===== src/rtl/rv32i_pkg.sv =====
// Shared RV32I constants and the load-executor state enum.
package rv32i_pkg;

    localparam logic [6:0] OPC_LOAD  = 7'b0000011;
    localparam logic [6:0] OPC_STORE = 7'b0100011;

    localparam logic [2:0] F3_B  = 3'd0;
    localparam logic [2:0] F3_H  = 3'd1;
    localparam logic [2:0] F3_W  = 3'd2;
    localparam logic [2:0] F3_BU = 3'd4;
    localparam logic [2:0] F3_HU = 3'd5;

    typedef enum logic [2:0] {
        LD_IDLE,
        LD_REQ,
        LD_WAIT,
        LD_WB,
        LD_ERR
    } ld_state_e;

    function automatic logic f3_legal(input logic [2:0] f3);
        return (f3 == F3_B) || (f3 == F3_H) || (f3 == F3_W) ||
               (f3 == F3_BU) || (f3 == F3_HU);
    endfunction

endpackage


===== src/rtl/ins_exec_rv32i_load_if.sv =====
// Data-memory read port: request/grant, then a separate valid beat.
interface ins_exec_rv32i_load_if;

    logic        mem_r_req;
    logic [31:0] mem_r_addr;
    logic        mem_r_gnt;
    logic        mem_r_valid;
    logic [31:0] mem_r_val;

    modport master (
        output mem_r_req,
        output mem_r_addr,
        input  mem_r_gnt,
        input  mem_r_valid,
        input  mem_r_val
    );

    modport slave (
        input  mem_r_req,
        input  mem_r_addr,
        output mem_r_gnt,
        output mem_r_valid,
        output mem_r_val
    );

endinterface


===== src/rtl/load_extend.sv =====
// Width select and sign/zero extension of a raw load word.
module load_extend
    import rv32i_pkg::*;
(
    input  logic [2:0]  funct3_i,
    input  logic [31:0] raw_i,
    output logic [31:0] ext_o
);

    always_comb begin
        ext_o = raw_i;
        unique case (1'b1)
            (funct3_i == F3_B):  ext_o = {{24{raw_i[7]}}, raw_i[7:0]};
            (funct3_i == F3_H):  ext_o = {{16{raw_i[15]}}, raw_i[15:0]};
            (funct3_i == F3_BU): ext_o = {24'd0, raw_i[7:0]};
            (funct3_i == F3_HU): ext_o = {16'd0, raw_i[15:0]};
            default:             ext_o = raw_i;
        endcase
    end

endmodule


===== src/rtl/ins_exec_rv32i_load.sv =====
// Multi-cycle RV32I load executor: one memory read per load,
// extended result written back as a single-cycle pulse.
module ins_exec_rv32i_load #(
    parameter logic [6:0] OPC_LOAD = 7'b0000011
) (
    input  logic                          clk,
    input  logic                          rst_n,
    input  logic                          op,
    input  logic [6:0]                    ins_dec_op,
    input  logic [2:0]                    ins_dec_funct3,
    input  logic [4:0]                    ins_dec_rd,
    input  logic [31:0]                   reg_rs1_val,
    input  logic [31:0]                   imm_ext_ext,
    input  logic                          flush,
    ins_exec_rv32i_load_if.master         mem,
    output logic                          busy,
    output logic                          reg_w_op,
    output logic [4:0]                    reg_w_rd,
    output logic [31:0]                   reg_w_val,
    output logic                          done,
    output logic                          exc_illegal
);

    import rv32i_pkg::*;

    ld_state_e   state_q;
    logic [31:0] addr_q;
    logic [4:0]  rd_q;
    logic [2:0]  f3_q;
    logic [31:0] val_q;
    logic        kill_q;
    logic [31:0] ext_w;

    load_extend u_ext (
        .funct3_i (f3_q),
        .raw_i    (mem.mem_r_val),
        .ext_o    (ext_w)
    );

    // Once granted, the response must be drained even if killed.
    always_ff @(posedge clk or negedge rst_n) begin
        if (!rst_n) begin
            state_q <= LD_IDLE;
            addr_q  <= '0;
            rd_q    <= '0;
            f3_q    <= '0;
            val_q   <= '0;
            kill_q  <= 1'b0;
        end else begin
            unique case (state_q)
                LD_IDLE: begin
                    if (op && ins_dec_op == OPC_LOAD && !flush) begin
                        addr_q  <= reg_rs1_val + imm_ext_ext;
                        rd_q    <= ins_dec_rd;
                        f3_q    <= ins_dec_funct3;
                        kill_q  <= 1'b0;
                        state_q <= f3_legal(ins_dec_funct3) ? LD_REQ
                                                            : LD_ERR;
                    end
                end
                LD_REQ: begin
                    if (mem.mem_r_gnt) begin
                        kill_q  <= flush;
                        state_q <= LD_WAIT;
                    end else if (flush) begin
                        state_q <= LD_IDLE;
                    end
                end
                LD_WAIT: begin
                    if (mem.mem_r_valid) begin
                        val_q   <= ext_w;
                        state_q <= (kill_q || flush) ? LD_IDLE : LD_WB;
                    end else if (flush) begin
                        kill_q  <= 1'b1;
                    end
                end
                LD_WB:   state_q <= LD_IDLE;
                LD_ERR:  state_q <= LD_IDLE;
                default: state_q <= LD_IDLE;
            endcase
        end
    end

    assign mem.mem_r_req  = (state_q == LD_REQ);
    assign mem.mem_r_addr = (state_q == LD_REQ) ? addr_q : '0;

    assign busy        = (state_q != LD_IDLE);
    assign done        = (state_q == LD_WB) || (state_q == LD_ERR);
    assign exc_illegal = (state_q == LD_ERR);
    assign reg_w_op    = (state_q == LD_WB) && (rd_q != 5'd0);
    assign reg_w_rd    = reg_w_op ? rd_q : '0;
    assign reg_w_val   = reg_w_op ? val_q : '0;

endmodule


===== src/flat_wrapper.sv =====
// flat-port wrapper written by rule: the top's interface ports become plain ports
module ins_exec_rv32i_load_flat import rv32i_pkg::*;
#(
    parameter logic [6:0] OPC_LOAD = 7'b0000011
)
  (clk, rst_n, op, ins_dec_op, ins_dec_funct3, ins_dec_rd, reg_rs1_val, imm_ext_ext, flush, busy, reg_w_op, reg_w_rd, reg_w_val, done, exc_illegal, mem_mem_r_req, mem_mem_r_addr, mem_mem_r_gnt, mem_mem_r_valid, mem_mem_r_val);
  ins_exec_rv32i_load_if mem_i ();
  input  logic clk;
  input  logic rst_n;
  input  logic op;
  input  logic [6:0] ins_dec_op;
  input  logic [2:0] ins_dec_funct3;
  input  logic [4:0] ins_dec_rd;
  input  logic [31:0] reg_rs1_val;
  input  logic [31:0] imm_ext_ext;
  input  logic flush;
  output logic busy;
  output logic reg_w_op;
  output logic [4:0] reg_w_rd;
  output logic [31:0] reg_w_val;
  output logic done;
  output logic exc_illegal;
  output wire logic [$bits(mem_i.mem_r_req)-1:0] mem_mem_r_req;
  output wire logic [$bits(mem_i.mem_r_addr)-1:0] mem_mem_r_addr;
  input wire logic [$bits(mem_i.mem_r_gnt)-1:0] mem_mem_r_gnt;
  input wire logic [$bits(mem_i.mem_r_valid)-1:0] mem_mem_r_valid;
  input wire logic [$bits(mem_i.mem_r_val)-1:0] mem_mem_r_val;
  assign mem_mem_r_req = mem_i.mem_r_req;
  assign mem_mem_r_addr = mem_i.mem_r_addr;
  assign mem_i.mem_r_gnt = mem_mem_r_gnt;
  assign mem_i.mem_r_valid = mem_mem_r_valid;
  assign mem_i.mem_r_val = mem_mem_r_val;
  ins_exec_rv32i_load #(.OPC_LOAD(OPC_LOAD)) u_core (.clk(clk), .rst_n(rst_n), .op(op), .ins_dec_op(ins_dec_op), .ins_dec_funct3(ins_dec_funct3), .ins_dec_rd(ins_dec_rd), .reg_rs1_val(reg_rs1_val), .imm_ext_ext(imm_ext_ext), .flush(flush), .mem(mem_i), .busy(busy), .reg_w_op(reg_w_op), .reg_w_rd(reg_w_rd), .reg_w_val(reg_w_val), .done(done), .exc_illegal(exc_illegal));
endmodule

===== config.mk =====
export PLATFORM = sky130hd
export DESIGN_NAME = ins_exec_rv32i_load_flat
export DESIGN_NICKNAME = d
export VERILOG_FILES = /design/src/rtl/rv32i_pkg.sv /design/src/rtl/ins_exec_rv32i_load_if.sv /design/src/rtl/load_extend.sv /design/src/rtl/ins_exec_rv32i_load.sv /design/src/flat_wrapper.sv
export SDC_FILE = /design/constraint.sdc
export NUM_CORES = 1
export LEC_CHECK = 0
export BUFFER_PORTS_ARGS = -buffer_cell sky130_fd_sc_hd__buf_2
export CORE_ASPECT_RATIO = 0.5
export CORE_MARGIN = 10
export CORE_UTILIZATION = 40
export DETAILED_ROUTE_END_ITERATION = 6
export PLACE_DENSITY_LB_ADDON = 0.15
export REMOVE_ABC_BUFFERS = 1
export SYNTH_ARGS = -nofsm -noshare
export SYNTH_HDL_FRONTEND = slang
export SYNTH_SLANG_ARGS = --single-unit

===== constraint.sdc =====
create_clock -name clk -period 4.8 [get_ports clk]
set_input_delay 0.48 -clock clk [delete_from_list [all_inputs] [get_ports clk]]
set_output_delay 0.48 -clock clk [all_outputs]
set_load 0.01 [all_outputs]

# Yosys cells after proc, flatten, opt, wreduce, memory -nomap -nowiden
# Index checks and enable logic that the tools add are counted.
op_classes:
  n_addsub: 1
  n_eq_ne: 18
  mux: 16
  n_reduce_logical: 20
ops:
  columns: ["cell", "count"]
  rows:
  - ["$pmux W32 S4", 1]
  - ["$mux W32", 2]
  - ["$add A32 B32 Y32", 1]
  - ["$eq A3 B3 Y1 const B", 5]
  - ["$mux W3", 5]
  - ["$eq A3 B1 Y1 const B", 3]
  - ["$eq A3 B2 Y1 const B", 3]
  - ["$logic_not A3 Y1", 3]
  - ["$pmux W3 S3", 1]
  - ["$eq A7 B2 Y1 const B", 1]
  - ["$logic_or A1 B1 Y1", 6]
  - ["$ne A2 B2 Y1 const B", 3]
  - ["$reduce_bool A3 Y1", 2]
  - ["$mux W5", 1]
  - ["$reduce_and A5 Y1", 1]
  - ["$reduce_bool A5 Y1", 1]
  - ["$mux W1", 4]
  - ["$ne A2 B1 Y1 const B", 2]
  - ["$reduce_and A2 Y1", 2]
  - ["$logic_and A1 B1 Y1", 3]
  - ["$ne A3 B2 Y1 const B", 1]
  - ["$pmux W1 S3", 1]
  - ["$reduce_and A3 Y1", 1]
  - ["$mux W2", 1]
  - ["$logic_not A1 Y1", 1]
word_totals:
  reg_bits: 76
  out_inout_bits: 74
  word_cells: 61

# Longest topological paths before layout
# Gate-level depths: netlist (run 1).
depth:
  depth_word: 8
  ltp_mapped: 9
  mapped_depth_nobuf: 9

# Cells and area by module
# A second synthesis (run 1) with hierarchy kept.
hier_totals:
  hier_cells: 654
  hier_area_um2: 5651.7
by_module_without_submodules:
  columns: ["mod", "instances", "cells_per_inst", "area_each_um2", "seq_area_each_um2"]
  rows:
  - ["ins_exec_rv32i_load", 1, 587, 5290.1, 1901.8]
  - ["load_extend", 1, 67, 361.6, 0.0]

# Least setup slack after synthesis (run 1)
# No wires, ideal clock.
synth_path:
  path_type: "input-to-reg"
  start: "input port reg_rs1_val[18]"
  end: "register u_core.addr_q[31]"
  setup_time_ps: 131
  arrival_ps: 2370
  t_required_ps: 4669
  path_slack_ps: 2298
  stages: 7
  path_buffers: 0
  path_cell_list: "ha_1 -> a21o_1 -> a21o_1 -> o41a_1 -> a311oi_4 -> a211oi_1 -> or3_1"
synth_via:
  elab_chain_len: 1
synth_lines:
  columns: ["element", "line", "source"]
  rows:
  - ["from (decl)", "flat_wrapper.sv:14", "input logic [31:0] reg_rs1_val;"]
  - ["$add A32 B32 Y32", "ins_exec_rv32i_load.sv:53", "addr_q <= reg_rs1_val + imm_ext_ext;"]
  - ["to (signal assigned)", "ins_exec_rv32i_load.sv:53", null]
  - ["to (decl)", "ins_exec_rv32i_load.sv:27", "logic [31:0] addr_q;"]
# Every way passes these cells.
# A chain may end at the register's enable or synchronous reset.

# Final worst setup path (run 1)
layout_path:
  start: "register u_core.state_q[1]"
  end: "output port reg_w_val[12]"
layout_via:
  elab_chain_len: 3
layout_lines:
  columns: ["element", "line", "source"]
  rows:
  - ["from (decl)", "ins_exec_rv32i_load.sv:26", "ld_state_e state_q;"]
  - ["from (signal assigned)", "ins_exec_rv32i_load.sv:57", "state_q <= f3_legal(ins_dec_funct3) ? LD_REQ"]
  - ["from (signal assigned)", "ins_exec_rv32i_load.sv:72", "state_q <= (kill_q || flush) ? LD_IDLE : LD_WB;"]
  - ["$eq A3 B2 Y1", "ins_exec_rv32i_load.sv:90", "assign reg_w_op = (state_q == LD_WB) && (rd_q != 5'd0);"]
  - ["$logic_and A1 B1 Y1", "ins_exec_rv32i_load.sv:90", null]
  - ["$mux W32", "ins_exec_rv32i_load.sv:92", "assign reg_w_val = reg_w_op ? val_q : '0;"]
  - ["to (decl)", "flat_wrapper.sv:20", "output logic [31:0] reg_w_val;"]
# Every way passes these cells.

==> qor.log, run 1 <==
INFO  run_status     status=finished clean
INFO  clock_tree     worst_setup_hold_path_clk_slew=0.06ns
INFO  placed_design  dp.final_hpwl=12160microns
INFO  synth          ys_warns=0
INFO  timing         hold_slack=0.01402ns
INFO  route          route.detailed.wl_per_inst=15.97microns
INFO  power_and_ir_drop power_switching_share=32.65%
INFO  power_and_ir_drop p_per_area=338.8nW/um^2
INFO  synth          synth-edff-count=0
INFO  worst_setup_path cp_top_family=compound AO/OA/AOI/OAI gates
INFO  timing         report.final.setup_viol=0
INFO  final_layout   final_nets=963
INFO  power_and_ir_drop pwr-share-comb=28.9%
INFO  worst_setup_path critPathKind=flop to output port
INFO  synth          postSynthCellCount=645
INFO  worst_setup_path cp.required=4.32ns
INFO  timing         maxSlewHeadroom=40.84%
INFO  timing         worst_clock_skew=0.004320ns
INFO  global_route   grt_overflow=0
INFO  clock_tree     post_cts.resized_instances=0
INFO  global_route   maximum_number_of_pins_on_one_net_before_global_route_repair=59
INFO  route          detail_route.drc_violations=0
INFO  synth          synth.yosys.seq_area_share=35.83%
INFO  worst_setup_path worst_ep_arrival_time=2.29ns
INFO  floorplan      top_level_ports=191
INFO  power_and_ir_drop p_leak=3.403nW
INFO  timing         totalNegativeSetupSlack=0ns
INFO  floorplan      core=12810squm
INFO  final_layout   num_antenna_cells=0
INFO  timing         maxSlewViolCount=0
INFO  route          firstDrtPassIters=5
INFO  run            maxCapViolCount=0
INFO  timing         timing.final.hold_violations=0
INFO  worst_setup_path critical_path.max_fanout=33
INFO  worst_setup_path worstPathBufferInverterCount=1
INFO  floorplan      die_h=101.5microns
INFO  global_route   initial_antenna_violation_count=0
INFO  clock_tree     cts_max_level=3
INFO  power_and_ir_drop seqPwrFrac=40.0%
INFO  floorplan      horiz_die_dim=182.9microns
INFO  synth          yosys_register_bits=76
INFO  power_and_ir_drop switchingPower=0.7391mW
INFO  timing         grt_setup_unrepaired=false
INFO  final_layout   most-common-layout-cells=sky130_fd_sc_hd__buf_2, sky130_fd_sc_hd__nand2_1, sky130_fd_sc_hd__dfrtp_1
INFO  final_layout   most_common_cell_after_layout_fill_and_taps_aside=sky130_fd_sc_hd__buf_2
INFO  timing         layout_worst_path_cycle_share=57.65%
INFO  floorplan      initial_utilization=41.44%
INFO  placed_design  detailedPlace.worstSlack=1.863ns
INFO  clock_tree     cts-buffers-inserted=9
INFO  min_path       timing.hold.worst.class=input port to async pin
INFO  floorplan      rows=29
INFO  worst_setup_path endpoint_kind=output port
INFO  synth          synthDistinctLibCells=62
INFO  synth          top_cell_type_by_total_area_after_synthesis=sky130_fd_sc_hd__dfrtp_1
INFO  clock_tree     postCtsHoldBufs=0
INFO  timing         worstMarginPinSlew=0.8873ns
INFO  synth          largest_cells_by_area_after_synthesis=sky130_fd_sc_hd__dfrtp_1, sky130_fd_sc_hd__and2_1, sky130_fd_sc_hd__ha_1, sky130_fd_sc_hd__nand2_1, sky130_fd_sc_hd__a21oi_1
INFO  worst_setup_path critPathSlowestCell=sky130_fd_sc_hd__o21a_1
INFO  power_and_ir_drop peakVddDrop=0.0001609V
INFO  synth          syn_area=5308squm
INFO  synth          postSynth.asyncResetShare=100.0%
INFO  final_layout   syn_to_final_growth=25.88%
INFO  floorplan      die_area=18560squm
INFO  worst_setup_path max_stage_delay=0.77ns
INFO  synth          synth.top_cell.area_share=35.83%
INFO  clock_tree     tritoncts=yes
INFO  route          vias=5211
INFO  timing         setup_slack=2.033ns
INFO  global_route   number_of_global_route_vias_before_repair=5203
INFO  final_layout   layout-drive-gt1-share=28.21%
INFO  worst_setup_path path_cells=nand2_1 -> nor2_1 -> o21a_1 -> and2_1 -> buf_2
INFO  clock_tree     clock_tree.buffer_depth=2
INFO  timing         final_period_minus_worst_setup_slack=2.767ns
INFO  route          ant_nets=0
INFO  global_route   global_route.usage.total=16.69%
INFO  timing         clock.fmax=361.4MHz
INFO  worst_setup_path critical_path.startpoint_type=flop
INFO  power_and_ir_drop power.share.clock=31.2%
INFO  clock_tree     postCtsSetupBuffers=0
INFO  synth          ys_dominant_reg_cell=sky130_fd_sc_hd__dfrtp_1
INFO  clock_tree     insertion_delay=0.34ns
INFO  route          routed_wl=15800microns
INFO  route          vias_per_cell=5.269
INFO  placed_design  routability_congestion_estimate=0.8440
INFO  global_route   grt_pass1_wl=25950microns
INFO  synth          post_synth.cell_area_avg=8.229squm
INFO  placed_design  port-buffer-count=190
INFO  route          drt_iter0_drc=293
INFO  clock_tree     clk_tree_root_cell=sky130_fd_sc_hd__clkbuf_16
INFO  power_and_ir_drop cellInternalPower=1.525mW
INFO  clock_tree     clock-sinks=76
worst paths after layout:
kind / startpoint / to / slack [ns] / cells past startpoint
worst min register to register: u_core.addr_q[5] / u_core.addr_q[5] / 0.47 / 2
worst min-delay path: rst_n / u_core.addr_q[19] / 0.01 / 1
worst max register to register: u_core.state_q[2] / u_core.addr_q[25] / 2.23 / 7
worst max-delay path: u_core.state_q[1] / reg_w_val[12] / 2.03 / 5
min in group clk: ins_dec_rd[4] / u_core.rd_q[4] / 0.33 / 3
max in group asynchronous: rst_n / u_core.val_q[24] / 3.75 / 2
metrics by stage:
step | power, mW | utilization, % | std cells | instance area [sq um]
finish | 2.264 | 52.16 | 989 | 6681
global route | 2.427 | 52.16 | 989 | 6681
CTS | 2.287 | 52.16 | 989 | 6681
detailed placement | 1.576 | 49.73 | 973 | 6370
global placement | 1.549 | 49.73 | 973 | 6370
floorplan | 1.344 | - | 608 | 5152
power by group through the flow:
stage | sequential, mW | combinational, mW | clock (mW)
after CTS | 0.906 | 0.660 | 0.721
after detailed placement | 0.919 | 0.658 | 0
final | 0.905 | 0.653 | 0.705
after global routing | 0.935 | 0.744 | 0.749
after floorplan | 0.889 | 0.455 | 0
after global placement | 0.909 | 0.640 | 0
Yosys cell counts (3+ instances only):
cell type	count
sky130_fd_sc_hd__o2111ai_1	3
sky130_fd_sc_hd__and3_1	3
sky130_fd_sc_hd__o21a_1	6
sky130_fd_sc_hd__dfrtp_1	76
sky130_fd_sc_hd__nor3b_1	7
sky130_fd_sc_hd__a31oi_1	10
sky130_fd_sc_hd__or3_1	3
sky130_fd_sc_hd__mux2_2	8
sky130_fd_sc_hd__buf_2	6
sky130_fd_sc_hd__xor2_1	10
sky130_fd_sc_hd__a21o_1	19
sky130_fd_sc_hd__and2_1	73
sky130_fd_sc_hd__a21oi_1	56
sky130_fd_sc_hd__nand2b_1	4
sky130_fd_sc_hd__or4_1	4
sky130_fd_sc_hd__nor3_1	9
sky130_fd_sc_hd__nand3b_1	3
sky130_fd_sc_hd__a211oi_1	4
sky130_fd_sc_hd__nor2_1	44
sky130_fd_sc_hd__inv_1	9
sky130_fd_sc_hd__clkbuf_1	27
sky130_fd_sc_hd__o21ai_0	39
sky130_fd_sc_hd__ha_1	31
sky130_fd_sc_hd__nand3_1	19
sky130_fd_sc_hd__o211ai_1	4
sky130_fd_sc_hd__xnor2_1	10
sky130_fd_sc_hd__nand2_1	101
sky130_fd_sc_hd__nand4_1	10
sky130_fd_sc_hd__o31ai_1	7
flip-flops by register name, indices dropped and copies added (netlist names):
register / count
u_core.rd_q: 5
u_core.val_q: 32
u_core.kill_q: 1
u_core.state_q: 3
u_core.addr_q: 32
u_core.f3_q: 3
cell type report:
cell class,instances,area [sq um]
fillers,1255,6127
multi-input cells,523,3231
flip-flops and latches,76,1902
repair buffers,195,991.0
clock buffers,10,239.0
well taps,170,212.7
clock inverters,6,72.57
inverters,9,33.78
kinds of logic after synthesis:
logic type / count (synthesis) / share of synthesized area (%)
and+or+nand+nor: 290 / 27.27
AOI/OAI and AO/OA: 172 / 20.46
DFF: 76 / 35.83
buffers and inverters: 46 / 3.560
adders and majority gates: 32 / 7.685
xor gates and xnor gates: 20 / 3.300
muxes: 9 / 1.886
worst reg2reg max path, delay by kind of cell (launching register included):
family,cells,cell delay [ns]
compound gates,2,0.22
buf+inv,2,0.55
simple gates,3,1.27
flops,1,0.44
layer usage:
layer | track usage (%) | vias up | routed length (microns)
met1 | 21.12 | 2420 | 7227
met4 | 3.021 | 0 | 92
met3 | 5.125 | 10 | 1077
li1 | - | 2618 | -
met5 | 0 | - | 0
met2 | 28.01 | 163 | 7401
Note: power is estimated with default switching activity, not from simulation.
==> run 2: changes to the inputs <==
==> constraint.sdc (replaced) <==
create_clock -name clk -period 2.7 [get_ports clk]
set_input_delay 0.27 -clock clk [delete_from_list [all_inputs] [get_ports clk]]
set_output_delay 0.27 -clock clk [all_outputs]
set_load 0.01 [all_outputs]
==> qor.log, run 2 (synthesized netlist as in run 1, its figures left out) <==
INFO  clock_tree     postCtsHoldBufs=0 [unchanged]
INFO  global_route   global_route.usage.total=16.54% [-0.16 points]
INFO  clock_tree     clk_tree_root_cell=sky130_fd_sc_hd__clkbuf_16
INFO  final_layout   most_common_cell_after_layout_fill_and_taps_aside=sky130_fd_sc_hd__buf_2
INFO  route          drt_iter0_drc=311 [+6.1%]
INFO  clock_tree     cts_max_level=3 [unchanged]
INFO  worst_setup_path critical_path.max_fanout=33 [unchanged]
INFO  worst_setup_path r2r_cells=8 [+1]
INFO  floorplan      initial_utilization=41.44% [unchanged]
INFO  final_layout   num_antenna_cells=0 [unchanged]
INFO  final_layout   top_regs=u_core.addr_q: 32 flops, u_core.val_q: 32 flops, u_core.rd_q: 5 flops
INFO  floorplan      top_level_ports=191 [unchanged]
INFO  clock_tree     clock-sinks=76 [unchanged]
INFO  power_and_ir_drop total_power=3.975mW [+76%]
INFO  route          vias=5196 [-0.29%]
INFO  worst_setup_path critical_path.reg2reg.startpoint=u_core.state_q[2]
INFO  clock_tree     tritoncts=yes
INFO  timing         final_period_minus_worst_setup_slack=2.318ns
INFO  placed_design  port-buffer-count=190 [unchanged]
INFO  worst_setup_path cp.required=2.43ns [-1.89 ns]
INFO  global_route   grt_overflow=0 [unchanged]
INFO  floorplan      rows=29 [unchanged]
INFO  global_route   number_of_global_route_vias_before_repair=5236 [+0.63%]
INFO  clock_tree     clock_tree.buffer_depth=2 [unchanged]
INFO  timing         maxSlewViolCount=0 [unchanged]
INFO  clock_tree     post_cts.resized_instances=0 [unchanged]
INFO  clock_tree     worst_setup_hold_path_clk_slew=0.06ns [about the same]
INFO  final_layout   final_nets=973 [+1.0%]
INFO  placed_design  dp.final_hpwl=12090microns [-0.57%]
INFO  worst_setup_path worst-r2r-setup-slack=0.64ns [-1.59 ns]
INFO  timing         layout_worst_path_cycle_share=85.86%
INFO  power_and_ir_drop peakVddDrop=0.0002905V [+81%]
INFO  min_path       timing.hold.worst.class=input port to async pin
INFO  route          routed_wl=15760microns [-0.24%]
INFO  worst_setup_path crit-reg2reg-capture=u_core.addr_q[27]
INFO  power_and_ir_drop p_per_area=588.0nW/um^2 [+74%]
INFO  final_layout   final_cell_count_no_fill=998 [+0.91%]
INFO  worst_setup_path worst_ep_arrival_time=2.05ns [-0.24 ns]
INFO  placed_design  routability_congestion_estimate=0.8612 [+2.0%]
INFO  global_route   grt_pass1_wl=25820microns [-0.50%]
INFO  timing         totalNegativeSetupSlack=0ns [unchanged]
INFO  timing         maxSlewHeadroom=31.73% [-9.1 points]
INFO  placed_design  dpl.cell_count=983 [+1.0%]
INFO  final_layout   fillers=1277 [+1.8%]
INFO  timing         worstMarginPinSlew=1.024ns [+0.1367 ns]
INFO  floorplan      horiz_die_dim=182.9microns [unchanged]
INFO  route          firstDrtPassIters=5 [unchanged]
INFO  floorplan      core=12810squm [unchanged]
INFO  clock_tree     cts-buffers-inserted=9 [unchanged]
INFO  global_route   maximum_number_of_pins_on_one_net_before_global_route_repair=77 [+31%]
INFO  final_layout   layout.core_utilization=52.78% [+0.62 points]
INFO  floorplan      die_area=18560squm [unchanged]
INFO  route          route.detailed.wl_per_inst=15.79microns [-1.1%]
INFO  final_layout   layout-drive-gt1-share=29.11% [+0.90 points]
INFO  route          ant_nets=0 [unchanged]
INFO  run            maxCapViolCount=0 [unchanged]
INFO  timing         worst_clock_skew=0.007354ns [+0.003033 ns]
INFO  power_and_ir_drop p_leak=3.450nW [+1.4%]
INFO  timing         clock.fmax=431.4MHz
INFO  timing         timing.final.hold_violations=0 [unchanged]
INFO  route          detail_route.drc_violations=0 [unchanged]
INFO  timing         grt_setup_unrepaired=false
INFO  final_layout   most-common-layout-cells=sky130_fd_sc_hd__buf_2, sky130_fd_sc_hd__nand2_1, sky130_fd_sc_hd__dfrtp_1
INFO  timing         report.final.setup_viol=0 [unchanged]
INFO  floorplan      die_h=101.5microns [unchanged]
INFO  worst_setup_path endpoint_kind=output port
INFO  clock_tree     insertion_delay=0.33ns [about the same]
INFO  worst_setup_path critPathKind=flop to output port
INFO  final_layout   syn_to_final_growth=27.37%
INFO  global_route   initial_antenna_violation_count=0 [unchanged]
INFO  clock_tree     postCtsSetupBuffers=0 [unchanged]
INFO  run_status     status=finished clean
INFO  worst_setup_path critical_path.startpoint_type=flop
INFO  route          vias_per_cell=5.206 [-1.2%]
==> run 2: critical path: stages (launching register included) <==
cell and delay [ns]:
sky130_fd_sc_hd__dfrtp_1 0.46, sky130_fd_sc_hd__nand2_1 0.08, sky130_fd_sc_hd__nor2_1 0.29, sky130_fd_sc_hd__o21a_2 0.53, sky130_fd_sc_hd__and2_1 0.21, sky130_fd_sc_hd__buf_2 0.13
==> run 2: stage by stage <==
stage,hold WS [ns],cell area (sq um),setup WS [ns]
final,0.07460,6760,0.3818
after CTS,0.1185,6759,0.08709
after global placement,0.4511,6470,0.1895
after detailed placement,0.4606,6470,0.1616
after global routing,0.1213,6760,0.1372
after floorplan,-0.02559,5152,-0.2369
==> run 2: report_power, final <==
group	switching (mW)	internal, mW
Clock	0.472	0.710
Combinational	0.655	0.535
Sequential	0.154	1.45
==> run 2: worst max-delay path by stage <==
stage / start / endpoint / slack, ns / depth (start not counted)
after floorplan: u_core.state_q[2] / u_core.addr_q[27] / -0.24 / 7
after global placement: reg_rs1_val[18] / u_core.addr_q[31] / 0.19 / 8
after detailed placement: reg_rs1_val[18] / u_core.addr_q[31] / 0.16 / 8
after CTS: u_core.state_q[0] / reg_w_val[12] / 0.09 / 5
after global routing: u_core.state_q[0] / reg_w_val[7] / 0.14 / 5
final: u_core.state_q[0] / reg_w_val[12] / 0.38 / 5
==> run 2: area by class of cell <==
type                            instances  area (sq um)  share of cell area (%)
Sequential cell                        76          1902                   28.13
Clock buffer                            9         225.2                   3.331
Tap cell                              170         212.7                   3.146
Timing Repair Buffer                  205          1091                   16.14
Multi-Input combinational cell        523          3232                   47.81
Clock inverter                          6         63.81                  0.9439
Inverter                                9         33.78                  0.4997
==> run 2: per-layer routing <==
layer	GRT usage (%)	routed length, microns	vias to the layer above	share of wire [%]
met5	0	0	-	0
met4	3.268	131	0	0.83
met3	4.698	999	12	6.3
met2	27.00	7146	133	45
met1	21.62	7482	2417	47
li1	-	-	2634	-
